<file path="config.mk">
export PLATFORM = sky130hd
export DESIGN_NAME = ctrl_pipe_param
export DESIGN_NICKNAME = d
export VERILOG_FILES = /design/src/rtl/ctrl_pipe_param.sv
export SDC_FILE = /design/constraint.sdc
export NUM_CORES = 1
export LEC_CHECK = 0
export CAP_MARGIN = 20
export CORE_MARGIN = 3
export CORE_UTILIZATION = 60
export CTS_CLUSTER_DIAMETER = 80
export DETAILED_ROUTE_END_ITERATION = 8
export DONT_BUFFER_PORTS = 1
export PLACE_DENSITY = 0.81
export SLEW_MARGIN = 25
export SYNTH_ARGS = -nofsm -noshare
export SYNTH_HDL_FRONTEND = slang
export SYNTH_SLANG_ARGS = --single-unit
</file>
<file path="constraint.sdc">
create_clock -name i_Clk -period 2.31 [get_ports i_Clk]
set_input_delay 0.693 -clock i_Clk [delete_from_list [all_inputs] [get_ports i_Clk]]
set_output_delay 0.693 -clock i_Clk [all_outputs]
set_load 0.05 [all_outputs]
</file>
<file path="src/rtl/ctrl_pipe_param.sv">
`default_nettype none
// ============================================================================
// Module   : ctrl_pipe_param
// Purpose  : Control-signal pipeline E -> M1..Mn -> W for a pipelined RV32I
//            core, with branch/jump resolution in Execute.
// Options  : CTRL_PIPE_PERF_EN builds retired/redirect performance counters.
// Revision : 1.0 - initial release
// ============================================================================
module ctrl_pipe_param #(
    parameter int ALUCTRL_W   = 4,
    parameter int RESULTSRC_W = 2,
    parameter int MEM_STAGES  = 1
) (
    input  logic                   i_Clk,
    input  logic                   i_Reset,
    input  logic                   i_ValidD,
    input  logic                   i_RegWriteD,
    input  logic                   i_MemWriteD,
    input  logic                   i_JumpD,
    input  logic                   i_JalrD,
    input  logic                   i_BranchD,
    input  logic                   i_ALUSrcD,
    input  logic [RESULTSRC_W-1:0] i_ResultSrcD,
    input  logic [ALUCTRL_W-1:0]   i_ALUControlD,
    input  logic [2:0]             i_BranchTypeD,
    input  logic                   i_StallE,
    input  logic                   i_FlushE,
    input  logic                   i_ZeroE,
    input  logic                   i_LtE,
    input  logic                   i_LtuE,
    output logic                   o_PCSrcE,
    output logic                   o_PCTargetSelE,
    output logic                   o_IllegalBranchE,
    output logic                   o_ResultSrcE_0,
    output logic [ALUCTRL_W-1:0]   o_ALUControlE,
    output logic                   o_ALUSrcE,
    output logic                   o_MemWriteM,
    output logic                   o_RegWriteM,
    output logic                   o_LoadPendingM,
    output logic                   o_RegWriteW,
    output logic [RESULTSRC_W-1:0] o_ResultSrcW,
    output logic                   o_ValidW,
    output logic [31:0]            o_RetiredCount,
    output logic [31:0]            o_RedirectCount
);

    localparam logic [RESULTSRC_W-1:0] c_RESULT_LOAD = RESULTSRC_W'(1);
    localparam logic [2:0] c_BR_EQ  = 3'b000;
    localparam logic [2:0] c_BR_NE  = 3'b001;
    localparam logic [2:0] c_BR_LT  = 3'b100;
    localparam logic [2:0] c_BR_GE  = 3'b101;
    localparam logic [2:0] c_BR_LTU = 3'b110;
    localparam logic [2:0] c_BR_GEU = 3'b111;

    // Execute stage register
    logic                   r_validE;
    logic                   r_regWriteE;
    logic                   r_memWriteE;
    logic                   r_jumpE;
    logic                   r_jalrE;
    logic                   r_branchE;
    logic                   r_aluSrcE;
    logic [RESULTSRC_W-1:0] r_resultSrcE;
    logic [ALUCTRL_W-1:0]   r_aluControlE;
    logic [2:0]             r_branchTypeE;

    // Memory stages (index 0 is M1) and Writeback
    logic                   r_validM     [MEM_STAGES];
    logic                   r_regWriteM  [MEM_STAGES];
    logic [RESULTSRC_W-1:0] r_resultSrcM [MEM_STAGES];
    logic                   r_memWriteM1;
    logic                   r_validW;
    logic                   r_regWriteW;
    logic [RESULTSRC_W-1:0] r_resultSrcW;

    logic w_branchCond;
    logic w_pcSrcE;
    logic w_loadPendingM;

    // A D entry without a valid instruction is captured as an all-zero bubble.
    always_ff @(posedge i_Clk) begin
        if (i_Reset || i_FlushE) begin
            r_validE      <= 1'b0;
            r_regWriteE   <= 1'b0;
            r_memWriteE   <= 1'b0;
            r_jumpE       <= 1'b0;
            r_jalrE       <= 1'b0;
            r_branchE     <= 1'b0;
            r_aluSrcE     <= 1'b0;
            r_resultSrcE  <= '0;
            r_aluControlE <= '0;
            r_branchTypeE <= '0;
        end else if (!i_StallE) begin
            r_validE      <= i_ValidD;
            r_regWriteE   <= i_RegWriteD & i_ValidD;
            r_memWriteE   <= i_MemWriteD & i_ValidD;
            r_jumpE       <= i_JumpD & i_ValidD;
            r_jalrE       <= i_JalrD & i_ValidD;
            r_branchE     <= i_BranchD & i_ValidD;
            r_aluSrcE     <= i_ALUSrcD & i_ValidD;
            r_resultSrcE  <= i_ResultSrcD & {RESULTSRC_W{i_ValidD}};
            r_aluControlE <= i_ALUControlD & {ALUCTRL_W{i_ValidD}};
            r_branchTypeE <= i_BranchTypeD & {3{i_ValidD}};
        end
    end

    // M1 takes a bubble while E is held so the stalled instruction is not duplicated.
    always_ff @(posedge i_Clk) begin
        if (i_Reset || i_StallE || !r_validE) begin
            r_validM[0]     <= 1'b0;
            r_regWriteM[0]  <= 1'b0;
            r_resultSrcM[0] <= '0;
            r_memWriteM1    <= 1'b0;
        end else begin
            r_validM[0]     <= 1'b1;
            r_regWriteM[0]  <= r_regWriteE;
            r_resultSrcM[0] <= r_resultSrcE;
            r_memWriteM1    <= r_memWriteE;
        end

        for (int k = 1; k < MEM_STAGES; k++) begin
            if (i_Reset) begin
                r_validM[k]     <= 1'b0;
                r_regWriteM[k]  <= 1'b0;
                r_resultSrcM[k] <= '0;
            end else begin
                r_validM[k]     <= r_validM[k-1];
                r_regWriteM[k]  <= r_regWriteM[k-1];
                r_resultSrcM[k] <= r_resultSrcM[k-1];
            end
        end

        if (i_Reset) begin
            r_validW     <= 1'b0;
            r_regWriteW  <= 1'b0;
            r_resultSrcW <= '0;
        end else begin
            r_validW     <= r_validM[MEM_STAGES-1];
            r_regWriteW  <= r_regWriteM[MEM_STAGES-1];
            r_resultSrcW <= r_resultSrcM[MEM_STAGES-1];
        end
    end

    always_comb begin
        w_branchCond = 1'b0;
        case (r_branchTypeE)
            c_BR_EQ:  w_branchCond = i_ZeroE;
            c_BR_NE:  w_branchCond = !i_ZeroE;
            c_BR_LT:  w_branchCond = i_LtE;
            c_BR_GE:  w_branchCond = !i_LtE;
            c_BR_LTU: w_branchCond = i_LtuE;
            c_BR_GEU: w_branchCond = !i_LtuE;
            default:  w_branchCond = 1'b0;
        endcase
    end

    always_comb begin
        w_loadPendingM = 1'b0;
        for (int k = 0; k < MEM_STAGES; k++) begin
            w_loadPendingM = w_loadPendingM |
                             (r_validM[k] && (r_resultSrcM[k] == c_RESULT_LOAD));
        end
    end

    assign w_pcSrcE = r_validE & !i_StallE &
                      (r_jumpE | r_jalrE | (r_branchE & w_branchCond));

    assign o_PCSrcE         = w_pcSrcE;
    assign o_PCTargetSelE   = r_jalrE & r_validE;
    assign o_IllegalBranchE = r_validE & r_branchE & (r_branchTypeE[2:1] == 2'b01);
    assign o_ResultSrcE_0   = r_resultSrcE[0] & r_validE;
    assign o_ALUControlE    = r_aluControlE & {ALUCTRL_W{r_validE}};
    assign o_ALUSrcE        = r_aluSrcE & r_validE;
    assign o_MemWriteM      = r_memWriteM1 & r_validM[0];
    assign o_RegWriteM      = r_regWriteM[0] & r_validM[0];
    assign o_LoadPendingM   = w_loadPendingM;
    assign o_RegWriteW      = r_regWriteW & r_validW;
    assign o_ResultSrcW     = r_resultSrcW & {RESULTSRC_W{r_validW}};
    assign o_ValidW         = r_validW;

`ifdef CTRL_PIPE_PERF_EN
    logic [31:0] r_retiredCount;
    logic [31:0] r_redirectCount;

    always_ff @(posedge i_Clk) begin
        if (i_Reset) begin
            r_retiredCount  <= '0;
            r_redirectCount <= '0;
        end else begin
            if (r_validW) begin
                r_retiredCount <= r_retiredCount + 32'd1;
            end
            if (w_pcSrcE) begin
                r_redirectCount <= r_redirectCount + 32'd1;
            end
        end
    end

    assign o_RetiredCount  = r_retiredCount;
    assign o_RedirectCount = r_redirectCount;
`else
    assign o_RetiredCount  = 32'd0;
    assign o_RedirectCount = 32'd0;
`endif

endmodule
`default_nettype wire

</file>
==> impl_metrics.ini, run 1 <==
[die]
die_area_mm2 = 0.00302
core_area_mm2 = 0.00223
die_x_um = 55.0
rows = 17
die_y_um = 55.0
start_util_pct = 64.4
ios = 103

[worst_setup_path]
cp_top_family = multiplexers
slowest_stage = dfxtp_2
required_ns = 1.62
worst-path-buf-inv = 1
cp-end-kind = output pin
cp_slowest_stage_delay_ns = 0.37
critPathKind = flip-flop to output pin
critPathLaunchType = flip-flop
worstPathCellList = mux2i_1, mux2_4, a311oi_4, buf_12
cp_max_fo = 3
cp.arrival_ns = 1.68

[grt]
grt_pass1_vias = 652
grt_first_pass_wirelength_um = 2920
overflow = 0
track_usage_pct = 13.9
antenna_found_initial = 0
grt_max_degree = 19

[worst_hold_path]
worstHoldPathType = input pin to flip-flop

[pwr]
powerDensity_mw_per_mm2 = 685
p_total_mw = 0.893
ir_drop_mv = 0.440
p_leak_nw = 0.602

[placed_design]
hpwl_um = 1890
placed_cells = 192
place_ws_ns = -0.0537
gp_congestion = 0.649
numPortBuffers = 0

[status]
outcome = finished, violations left
violations = setup timing

[sta]
holdWs_ns = 0.437
relSlewSlack_pct = 54.1
fmax_mhz = 421
final_max_slew_viol_count = 0
worstMarginPinSlew_ns = 0.686
skew_ns = 0.00827
hold_viol = 0
period_share_pct = 103
rsz0062_at_grt = true
fin_ws_ns = -0.0626
setup-violations-final = 1
timing.final.crit_period_ns = 2.37

[synth]
synthArstFlopShare_pct = 0
synth_edf_count = 0
synthesis.instances = 167
yosys.area.top_type = dfxtp_1
ys.flop_type = dfxtp_1
synth_top_area_share_pct = 34.8
ys_top_cells_by_count = buf_4, dfxtp_1, nor2_1, and2_1, a22oi_1
syn_area_mm2 = 0.00144
postSynthAreaPerCell_um2 = 8.61
synth_area_leaders = dfxtp_1, buf_4, a22oi_1
ys_seq_area_share_pct = 34.8
synth_cell_types = 20
yosysMostFrequentCell = buf_4
synth_warnings = 0
ys_ff_latch = 25

[finish]
final_util_pct = 58.3
fill_cells = 212
drive_above_1_share_pct = 8.82
diodes = 0
syn_to_final_growth_pct = -9.40
final_cells = 198
nets = 194

[cts]
clock_sinks = 25
cts_tree = built
cts.clk_slew.worst_paths_ns = 0.13
clock_path_buffers = 2
numCtsBuffers = 3
insertion_delay_ns = 0.31
h-tree-depth = 1
cts_root_buf = clkbuf_4

[routing]
route.vias.total = 856
totalWireLength_um = 2360
drt_iter0_drc = 7
wl_per_cell_um = 11.9
ant_nets = 0
drc = 0
firstDrtPassIters = 3
viasPerCell = 4.32

[job]
cap_violations = 0
## cells by family after synthesis
logic type	after synthesis	share of synthesized area [%]
AO/OA/AOI/OAI	18	9.75
XOR/XNOR	1	0.609
buffers and inverters	71	35.8
flip-flops	25	34.8
multiplexers	2	1.48
other	1	0.261
AND/OR/NAND/NOR	49	17.3
## per-stage QoR
stage	area, µm²	TNS (ns)
global placement	1250	-0.0348
global route	1300	-0.119
finish	1300	-0.0626
floorplan	1690	-0.148
CTS	1290	-0.0637
detailed placement	1250	-0.0537
## sequential cells by signal (all words and copies together), names as in the netlist, 2 cells and up
signal         flops
r_aluControlE      4
r_branchTypeE      3
r_resultSrcE       2
r_resultSrcM       2
r_resultSrcW       2
## path summary, 6_finish.rpt
path	from	end	slack, ns	cells after the start
hold reg to reg	r_regWriteM[0]	r_regWriteW	0.47	1
setup reg to reg	r_validE	r_resultSrcM[0][1]	1.16	3
setup / recovery	r_branchTypeE[1]	o_PCSrcE	-0.06	4
hold / removal	i_Reset	o_ValidW	0.44	1
## worst reg2reg max path, stage by stage (launching register included)
cell and delay, ns:
dfxtp_1 0.54, nand2b_1 0.17, nor2_1 0.24, and2_1 0.16
## timing repair
item | CTS | global route
buffers inserted | 1 | 1
hold buffers | 0 | 0
hold endpoints to repair | 0 | 0
gates resized for setup | 3 | 0
endpoints found under the setup margin | 1 | 1
cloned | 0 | 0
## cell type report
class	count	area, µm²	share of cell area [%]
Multi-Input combinational cell	134	677	52.0
Inverter	1	3.75	0.288
Timing Repair Buffer	6	57.6	4.42
Sequential cell	25	503	38.6
Tap cell	28	35.0	2.69
Clock buffer	4	26.3	2.02
## where the power goes
group	internal (mW)	total, mW	switching, mW
sequential	0.437	0.442	0.00495
combinational	0.0140	0.262	0.248
clock	0.0674	0.188	0.121
## routing by layer
| metal | up-vias | track usage (%) | share of wire (%) |
|---|---|---|---|
| li1 | 410 | - | - |
| met1 | 399 | 16.0 | 34 |
| met2 | 47 | 23.8 | 55 |
| met3 | 0 | 5.63 | 11 |
| met4 | 0 | 3.64 | 0 |
| met5 | - | 0 | 0 |
## cells in the final DEF (no fill, tap or decap)
cell type / Yosys / final
a21boi_0: 1 / 1
a21oi_1: 1 / 1
a22oi_1: 15 / 15
a311oi_4: 0 / 1
and2_1: 16 / 16
buf_12: 0 / 1
buf_4: 65 / 5
clkbuf_1: 2 / 1
clkbuf_4: 0 / 3
conb_1: 1 / 64
dfxtp_1: 25 / 23
dfxtp_2: 0 / 2
inv_2: 1 / 1
mux2_4: 0 / 1
mux2i_1: 1 / 1
nand2_1: 4 / 4
nand2b_1: 3 / 3
nor2_1: 19 / 19
nor2b_1: 5 / 4
nor2b_2: 0 / 1
or2_1: 1 / 1
or3_1: 1 / 1
xnor2_1: 1 / 1
No activity file was read; power rests on OpenSTA's default activity.
==> run 2, diff against run 1 <==
--- a/config.mk
+++ b/config.mk
@@ -8,6 +8,7 @@
 export CAP_MARGIN = 20
 export CORE_MARGIN = 3
 export CORE_UTILIZATION = 60
+export CTS_BUF_LIST = sky130_fd_sc_hd__clkbuf_16
 export CTS_CLUSTER_DIAMETER = 80
 export DETAILED_ROUTE_END_ITERATION = 8
 export DONT_BUFFER_PORTS = 1
==> run 2 against run 1 <==
- the flow still finishes with violations (setup timing)
- die area did not move
- via count down 0.58%
- first-iteration DRC count is 43% higher
- critical path type is now input pin to output pin
- largest cell class unchanged
==> impl_metrics.ini, run 2 (same netlist as run 1, synthesis figures left out) <==
[pwr]
power_switching_mw = 0.391
p_leak_nw = 0.612
p_total_mw = 1.07
swShare_pct = 36.4
combinationalPowerShare_pct = 24.3
powerDensity_mw_per_mm2 = 803
p_int_mw = 0.681
pwr-share-seq_pct = 41.3
clkPwrFrac_pct = 34.4
ir_drop_mv = 0.606

[finish]
nets = 192
fill_cells = 213
final_common_cell = conb_1
drive_above_1_share_pct = 7.14
syn_to_final_growth_pct = -7.14
layout_common_cells = conb_1, dfxtp_1, nor2_1, and2_1, a22oi_1
largest_register = r_aluControlE
final_cell_area_mm2 = 0.00134
reg_top3 = r_aluControlE: 4 flops, r_branchTypeE: 3 flops
largest_reg_flops = 4
diodes = 0

[sta]
hold_viol = 0
timing.final.crit_period_ns = 2.37
period_share_pct = 103
rsz0062_at_grt = true
skew_ns = 0.00173
fin_ws_ns = -0.0580
worstMarginPinSlew_ns = 0.675
final_max_slew_viol_count = 0
fmax_mhz = 422
setup-violations-final = 1
relSlewSlack_pct = 54.8
fin_tns_setup_ns = -0.0580

[routing]
drt_iter0_drc = 10
wl_per_cell_um = 12.0
viasPerCell = 4.34
totalWireLength_um = 2360
firstDrtPassIters = 3
drc = 0
route.vias.total = 851
ant_nets = 0

[status]
outcome = finished, violations left
violations = setup timing

[placed_design]
hpwl_um = 1890
numPortBuffers = 0
gp_congestion = 0.649
dpl_cell_area_mm2 = 0.00125
place_ws_ns = -0.0537

[die]
core_area_mm2 = 0.00223
rows = 17
die_area_mm2 = 0.00302
start_util_pct = 64.4
die_x_um = 55.0
die_y_um = 55.0
ios = 103

[cts]
cts_tree = built
cts.clk_slew.worst_paths_ns = 0.06
cts_root_buf = clkbuf_16
ctsHoldBuffers = 0
h-tree-depth = 1
numCtsBuffers = 3
clock_sinks = 25
clock_path_buffers = 2
insertion_delay_ns = 0.25

[grt]
grt_max_degree = 19
track_usage_pct = 14.2
antenna_found_initial = 0
grt_first_pass_wirelength_um = 2950
grt_pass1_vias = 654
overflow = 0

[worst_setup_path]
cp-end-kind = output pin
cp_max_fo = 1
critPathLaunchType = input pin
cp.arrival_ns = 1.68
required_ns = 1.62
critPathKind = input pin to output pin

[worst_hold_path]
worstHoldPathType = flip-flop to flip-flop

[job]
cap_violations = 0
[run 2: cell types whose count changed in the layout (fill, tap and decap cells not counted)]
cell | previous run | this run
mux2_2 | 0 | 1
mux2_4 | 1 | 0
clkbuf_4 | 3 | 0
clkbuf_16 | 0 | 3
buf_4 | 5 | 3
clkbuf_1 | 1 | 0
dfxtp_1 | 23 | 24
inv_1 | 0 | 1
dfxtp_2 | 2 | 1
[run 2: path summary, 6_finish.rpt]
path | startpoint | to | slack [ns] | depth (start not counted)
worst max-delay path | i_ZeroE | o_PCSrcE | -0.06 | 4
worst min-delay path | r_regWriteM[0] | r_regWriteW | 0.46 | 1
worst max register to register | r_validE | r_resultSrcM[0][1] | 1.19 | 3
worst min register to register | r_regWriteM[0] | r_regWriteW | 0.46 | 1
[run 2: cell type report]
| cell class | instances | area, µm² | area share [%] |
|---|---|---|---|
| tap | 28 | 35.0 | 2.62 |
| timing repair buffer | 4 | 42.5 | 3.19 |
| sequential | 25 | 502 | 37.6 |
| clock buffer | 3 | 75.1 | 5.62 |
| multi-input combinational | 134 | 673 | 50.4 |
| inverter | 1 | 3.75 | 0.281 |
| clock inverter | 1 | 3.75 | 0.281 |
[run 2: what timing repair did]
action | 4_1_cts | 5_1_grt
setup buffers | 0 | 0
setup endpoints to repair | 1 | 1
gates resized for setup | 1 | 0
[run 2: power groups by stage]
stage	sequential, mW	clock (mW)	combinational, mW
2_1_floorplan	0.451	0	0.344
3_3_place_gp	0.451	0	0.255
3_5_place_dp	0.452	0	0.257
4_1_cts	0.442	0.377	0.257
5_1_grt	0.443	0.395	0.274
6_report	0.442	0.369	0.261
[run 2: stage by stage]
stage | instances | utilization, % | hold WS [ns]
2_1_floorplan | 230 | - | 0.430
3_3_place_gp | 192 | 56.1 | 0.439
3_5_place_dp | 192 | 56.1 | 0.448
4_1_cts | 196 | 59.7 | 0.458
5_1_grt | 196 | 59.8 | 0.463
6_report | 196 | 59.8 | 0.457
[run 2: critical path: stages]
cell,delay [ns]
xnor2_1,0.10
or3_1,0.35
a311oi_4,0.35
buf_12,0.18
[run 2: layer usage]
layer,vias up,global-route usage (%),wire length (µm)
li1,407,-,-
met1,395,16.5,795
met2,47,23.6,1290
met3,2,5.63,254
met4,0,4.86,20
met5,-,0,0
